<file path="config.mk">
export PLATFORM = sky130hd
export DESIGN_NAME = quad_encoder_emulator
export DESIGN_NICKNAME = d
export VERILOG_FILES = /design/src/rtl/quad_encoder_emulator.sv
export SDC_FILE = /design/constraint.sdc
export NUM_CORES = 1
export LEC_CHECK = 0
export ABC_AREA = 1
export CORE_MARGIN = 5
export CORE_UTILIZATION = 55
export CTS_BUF_LIST = sky130_fd_sc_hd__clkbuf_4 sky130_fd_sc_hd__clkbuf_8
export DETAILED_ROUTE_END_ITERATION = 8
export MAX_ROUTING_LAYER = met4
export PLACE_DENSITY_LB_ADDON = 0.3
export SETUP_SLACK_MARGIN = 0.05
export SLEW_MARGIN = 25
export SYNTH_ARGS = -nofsm -noshare
export SYNTH_HDL_FRONTEND = slang
export SYNTH_SLANG_ARGS = --single-unit
export TNS_END_PERCENT = 10
</file>
<file path="constraint.sdc">
create_clock -name clk -period 2.75 [get_ports clk]
set_clock_uncertainty 0.15 [all_clocks]
set_input_delay 0.275 -clock clk [delete_from_list [all_inputs] [get_ports clk]]
set_output_delay 0.275 -clock clk [all_outputs]
set_load 0.1 [all_outputs]
</file>
<file path="src/rtl/quad_encoder_emulator.sv">
// Quadrature encoder / pushbutton emulator: plays CW/CCW detent sequences on A/B
// and short, long or double presses on PB, one command at a time.
module quad_encoder_emulator #(
    parameter int unsigned STEP_DIV     = 1000,
    parameter int unsigned PB_SHORT_CYC = 50000,
    parameter int unsigned PB_LONG_CYC  = 2000000,
    parameter int unsigned PB_GAP_CYC   = 20000
) (
    input  logic       clk,
    input  logic       rstn,
    input  logic       cmd_valid,
    output logic       cmd_ready,
    input  logic [1:0] cmd_op,
    input  logic [3:0] cmd_arg,
    input  logic       abort,
    output logic       A,
    output logic       B,
    output logic       PB,
    output logic       busy,
    output logic       done,
    output logic       aborted
);

    typedef enum logic [2:0] {
        ST_IDLE       = 3'd0,
        ST_STEP       = 3'd1,
        ST_PRESS_HI   = 3'd2,
        ST_PRESS_GAP  = 3'd3,
        ST_PRESS_HI2  = 3'd4,
        ST_PRESS_GAP2 = 3'd5,
        ST_DONE       = 3'd6
    } state_t;

    localparam logic [23:0] STEP_RELOAD = 24'(STEP_DIV - 32'd1);
    localparam logic [23:0] SHORT_LEN   = 24'(PB_SHORT_CYC);
    localparam logic [23:0] LONG_LEN    = 24'(PB_LONG_CYC);
    localparam logic [23:0] GAP_LEN     = 24'(PB_GAP_CYC);

    // Gray position 0..3 to (A,B); CW walks the position upward, CCW downward.
    function automatic logic [1:0] ab_of_pos(input logic [1:0] pos);
        logic [1:0] ab;
        case (pos)
            2'd0:    ab = 2'b11;
            2'd1:    ab = 2'b01;
            2'd2:    ab = 2'b00;
            2'd3:    ab = 2'b10;
            default: ab = 2'b11;
        endcase
        return ab;
    endfunction

    state_t      state_r, state_s;
    logic [23:0] timer_r, timer_s;
    logic [5:0]  cnt_r, cnt_s;
    logic [5:0]  tgt_r, tgt_s;
    logic [1:0]  pos_r, pos_s;
    logic        ccw_r, ccw_s;
    logic        dbl_r, dbl_s;
    logic        a_r, a_s;
    logic        b_r, b_s;
    logic        pb_r, pb_s;
    logic        busy_r;
    logic        done_r, done_s;
    logic        aborted_r, aborted_s;

    assign cmd_ready = (state_r == ST_IDLE);
    assign A         = a_r;
    assign B         = b_r;
    assign PB        = pb_r;
    assign busy      = busy_r;
    assign done      = done_r;
    assign aborted   = aborted_r;

    // Next-state, timer and output-level computation.
    always_comb begin
        state_s   = state_r;
        timer_s   = timer_r;
        cnt_s     = cnt_r;
        tgt_s     = tgt_r;
        pos_s     = pos_r;
        ccw_s     = ccw_r;
        dbl_s     = dbl_r;
        a_s       = a_r;
        b_s       = b_r;
        pb_s      = pb_r;
        done_s    = 1'b0;
        aborted_s = 1'b0;

        case (state_r)
            ST_IDLE: begin
                if (cmd_valid) begin
                    // Malformed commands run as a zero-length step: done one cycle later.
                    state_s = ST_STEP;
                    timer_s = 24'd0;
                    cnt_s   = 6'd0;
                    tgt_s   = 6'd0;
                    pos_s   = 2'd0;
                    ccw_s   = 1'b0;
                    dbl_s   = 1'b0;
                    case (cmd_op)
                        2'b00, 2'b01: begin
                            tgt_s = {cmd_arg, 2'b00};
                            ccw_s = cmd_op[0];
                        end
                        2'b10: begin
                            if ((cmd_arg[3:2] == 2'b00) && (cmd_arg[1:0] != 2'b00)) begin
                                state_s = ST_PRESS_HI;
                                timer_s = (cmd_arg[1:0] == 2'b10) ? LONG_LEN : SHORT_LEN;
                                dbl_s   = (cmd_arg[1:0] == 2'b11);
                            end else begin
                                state_s = ST_STEP;
                            end
                        end
                        default: state_s = ST_STEP;
                    endcase
                end else begin
                    state_s = ST_IDLE;
                end
            end
            ST_STEP: begin
                if (timer_r == 24'd0) begin
                    if (cnt_r == tgt_r) begin
                        state_s = ST_DONE;
                        done_s  = 1'b1;
                    end else begin
                        pos_s      = ccw_r ? (pos_r - 2'd1) : (pos_r + 2'd1);
                        {a_s, b_s} = ab_of_pos(pos_s);
                        cnt_s      = cnt_r + 6'd1;
                        timer_s    = STEP_RELOAD;
                    end
                end else begin
                    timer_s = timer_r - 24'd1;
                end
            end
            ST_PRESS_HI, ST_PRESS_HI2: begin
                pb_s = 1'b1;
                if (timer_r < 24'd2) begin
                    state_s = (state_r == ST_PRESS_HI) ? ST_PRESS_GAP : ST_PRESS_GAP2;
                    timer_s = GAP_LEN;
                end else begin
                    timer_s = timer_r - 24'd1;
                end
            end
            ST_PRESS_GAP, ST_PRESS_GAP2: begin
                pb_s = 1'b0;
                // The second pulse is entered a cycle early so PB rises right after the gap.
                if ((state_r == ST_PRESS_GAP) && dbl_r) begin
                    if (timer_r < 24'd2) begin
                        state_s = ST_PRESS_HI2;
                        timer_s = SHORT_LEN;
                    end else begin
                        timer_s = timer_r - 24'd1;
                    end
                end else if (timer_r == 24'd0) begin
                    state_s = ST_DONE;
                    done_s  = 1'b1;
                end else begin
                    timer_s = timer_r - 24'd1;
                end
            end
            ST_DONE: begin
                state_s = ST_IDLE;
            end
            default: begin
                state_s = ST_IDLE;
            end
        endcase

        if (abort && (state_r != ST_IDLE) && (state_r != ST_DONE)) begin
            state_s   = ST_DONE;
            timer_s   = 24'd0;
            cnt_s     = 6'd0;
            pos_s     = 2'd0;
            a_s       = 1'b1;
            b_s       = 1'b1;
            pb_s      = 1'b0;
            done_s    = 1'b1;
            aborted_s = 1'b1;
        end else begin
            aborted_s = aborted_s;
        end
    end

    // State, counters and registered outputs.
    always_ff @(posedge clk or negedge rstn) begin
        if (!rstn) begin
            state_r   <= ST_IDLE;
            timer_r   <= 24'd0;
            cnt_r     <= 6'd0;
            tgt_r     <= 6'd0;
            pos_r     <= 2'd0;
            ccw_r     <= 1'b0;
            dbl_r     <= 1'b0;
            a_r       <= 1'b1;
            b_r       <= 1'b1;
            pb_r      <= 1'b0;
            busy_r    <= 1'b0;
            done_r    <= 1'b0;
            aborted_r <= 1'b0;
        end else begin
            state_r   <= state_s;
            timer_r   <= timer_s;
            cnt_r     <= cnt_s;
            tgt_r     <= tgt_s;
            pos_r     <= pos_s;
            ccw_r     <= ccw_s;
            dbl_r     <= dbl_s;
            a_r       <= a_s;
            b_r       <= b_s;
            pb_r      <= pb_s;
            busy_r    <= (state_s != ST_IDLE);
            done_r    <= done_s;
            aborted_r <= aborted_s;
        end
    end

endmodule

</file>
==> flow_summary_export.csv <==
group,metric,value,unit
outcome,status,"complete, no violations",
pwr,power.density,1310,mW/mm^2
drt,wl_met3,423,um
synth,ys_types,37,
timing,period_minus_slack,2410,ps
clock_network,htreeDepth,2,
setup_path,required,2800,ps
grt,gr-usage-all-layers,22.0,%
setup_path,crit_arrival,2450,ps
setup_path,max_stage_delay,400,ps
placement,dp_cells,516,
clock_network,cts_resized,0,
synth,synth_commonest_cells,"122 x nand2_1, 63 x nor2_1, 54 x inv_1",
grt,grt_pass1_wl,12400,um
synth,synth_cells,430,
setup_path,regToRegSetupSlack,340,ps
timing,setup_violations,0,
finish,drive_above_1_share,9.49,%
clock_network,cts-root-buf,"clkbuf_8",
timing,finalMaxSlewViolations,0,
setup_path,ff2ff_path_depth,11,
drt,routed.top_layer,"met4",
setup_path,worst-setup-path-type,"flip-flop to flip-flop",
pwr,p_leak,1.71,nW
timing,post-route-period-util,87.5,%
die,core,0.00541,mm^2
drt,first_pass_iters,5,
synth,synth_ff_type,"dfrtp_1",
timing,worstMarginPinSlew,585,ps
drt,vias,2795,
drt,wl,7090,um
die,start_util,55.6,%
setup_path,endpoint_kind,"flip-flop",
timing,relSlewSlack,61.0,%
synth,synth_seq_area_share,39.3,%
placement,pre_cts_ws,355,ps
clock_network,cts_tree,"yes",
die,ios,17,
synth,syn_avg_cell_area,6.98,um^2
grt,grt_overflow,0,
pwr,ir_worst_vdd,738,uV
drt,dr_wl_met2,3170,um
synth,ys_ff_latch,47,
drt,drc,0,
synth,synth_top_family_by_area,"simple AND/OR/NAND/NOR gates",
synth,synthAdderAreaFrac,1.25,%
placement,dp_hpwl,5450,um
die,chipWidth,83.9,um
synth,ys_async_sr_fraction,100,%
die,row_count,27,
drt,m1WireLength,3400,um
synth,yosysTopAreaCellShare,37.5,%
finish,diodes,0,
clock_network,clock-sinks,47,
synth,yosys.area_share.xor_xnor,5.25,%
die,die_h,83.9,um
grt,grt_max_degree,48,
synth,synth_top_cell_by_area,"dfrtp_1",
drt,antenna_left,0,
synth,yosysMostFrequentCell,"nand2_1",
finish,fin_cells,525,
synth,yosys.area_share.simple,34.5,%
setup_path,cp_slowest_cell,"dfrtp_1",
setup_path,worst_r2r_endpoint,"timer_r[3]",
clock_network,clk_pin_slew_worst_paths,90,ps
synth,synth_area,0.00300,mm^2
clock_network,clock_latency,310,ps
flow_run,maxCapViolations,0,
synth,synth_area_leaders,"dfrtp_1 37%, nand2_1 15%, nor2_1 7.9%",
finish,fillers,515,
synth,synth_compound_area_share,11.1,%
drt,first_iter_violations,254,
timing,tns,0,ps
drt,routed_via_density,5.32,
hold_path,worstHoldPathType,"input pin to asynchronous set/reset pin",
clock_network,cts_buffers,5,
timing,max_freq,0.416,GHz
synth,synthMuxAreaShare,0,%
clock_network,cts_setup_buffers,0,
placement,io_buffers,16,
synth,yosys_warnings,0,
synth,synth-edff-count,0,
timing,final_hold_viol_count,0,
setup_path,critPathLaunchType,"flip-flop",
setup_path,crit_chain,"inv_1 -> ha_1 -> nand2_2 -> nor2_2 -> nand3_1 -> nor2_1 -> nand2_1 -> nand3_4 -> buf_4 -> o21bai_1 -> and2_1",
finish,nets,465,
timing,setup_ws,345,ps
setup_path,reg2reg_from,"timer_r[1]",
timing,rsz0062_at_grt,"no",
setup_path,crit_fanout,16,
die,fp.dieArea,0.00704,mm^2
synth,syn_nets,443,
clock_network,cts_buffer_depth,2,
grt,antenna_found_initial,0,
grt,first_global_vias,2608,
finish,area_growth,11.2,%
placement,place.gp.congestion,0.974,
drt,wl_per_cell,13.5,um
kinds of logic (layout without fill, tap and decap cells):
| family | after synthesis | count (layout) |
|---|---|---|
| AO/OA/AOI/OAI | 60 | 60 |
| XOR/XNOR | 18 | 18 |
| adder cells (fa/ha/maj) | 3 | 3 |
| buffers and inverters | 64 | 87 |
| flip-flops | 47 | 47 |
| AND/OR/NAND/NOR | 238 | 238 |
stage by stage:
stage	utilization (%)	power [mW]	area (um^2)	hold slack, ps
6_report	61.8	4.37	3340	353
5_1_grt	61.8	4.76	3340	391
4_1_cts	61.6	4.35	3330	34.0
3_5_place_dp	59.5	3.83	3220	343
3_3_place_gp	59.5	3.79	3220	336
2_1_floorplan	-	3.23	3000	-171
worst max-delay path: cells and delay by family (launching register included):
kind | cells | cell delay, ps
AND/OR/NAND/NOR | 7 | 1100
flip-flops | 1 | 400
buffers and inverters | 2 | 320
adder cells (fa/ha/maj) | 1 | 250
AO/OA/AOI/OAI | 1 | 60
placed cells by master (no fill, tap or decap), types with 2 or more instances in the layout:
cell type | synthesis | layout
nor2_4 | 2 | 2
dfrtp_1 | 45 | 45
o21ai_0 | 30 | 30
dfstp_2 | 2 | 2
xor2_1 | 12 | 12
nand2_1 | 122 | 122
buf_4 | 0 | 11
ha_1 | 3 | 3
clkdlybuf4s50_1 | 0 | 8
nor3_1 | 5 | 5
o21bai_1 | 2 | 2
o21ai_1 | 7 | 7
nor2_2 | 8 | 8
nand3_1 | 26 | 26
a31oi_1 | 4 | 4
a21oi_1 | 10 | 10
xnor2_1 | 6 | 6
clkbuf_8 | 0 | 5
inv_1 | 54 | 54
inv_2 | 5 | 5
nor2_1 | 63 | 63
nand4_1 | 3 | 3
routing by layer:
metal  vias up  track usage [%]
met4         0             5.12
met3        10             3.75
met5         -                -
met1      1291             30.7
met2        90             33.4
li1       1404                -
layout make-up:
class	count	area [um^2]	share of cell area, %
multi-input combinational	319	1570	46.9
sequential	47	1180	35.3
tap	72	90.1	2.70
inverter	59	221	6.63
clock inverter	3	43.8	1.31
clock buffer	5	68.8	2.06
timing repair buffer	20	173	5.17
flip-flops by register name, indices dropped and copies added (netlist names):
signal   flops
B            1
A            1
tgt_r        4
ccw_r        1
pos_r        2
dbl_r        1
aborted      1
timer_r     24
state_r      3
PB           1
done         1
busy         1
cnt_r        6
timing repair:
action                     CTS  global route
setup endpoints to repair    0             0
hold buffers                 0             1
hold endpoints to repair     0            45
worst max path at each step:
| stage | depth (start not counted) | slack (ps) | start | end |
|---|---|---|---|---|
| CTS | 11 | 380 | timer_r[1] | timer_r[3] |
| detailed placement | 11 | 360 | abort | timer_r[4] |
| global route | 12 | 150 | timer_r[1] | timer_r[12] |
| global placement | 11 | 380 | abort | timer_r[3] |
| floorplan | 11 | 480 | state_r[1] | cnt_r[2] |
| finish | 11 | 340 | timer_r[1] | timer_r[3] |
power by group:
part	leakage (nW)	switching (mW)	internal (mW)
Sequential	0.619	0.192	0.924
Combinational	1.04	1.92	0.820
Clock	0.0581	0.241	0.271
Power figures use the tool's default switching activity.
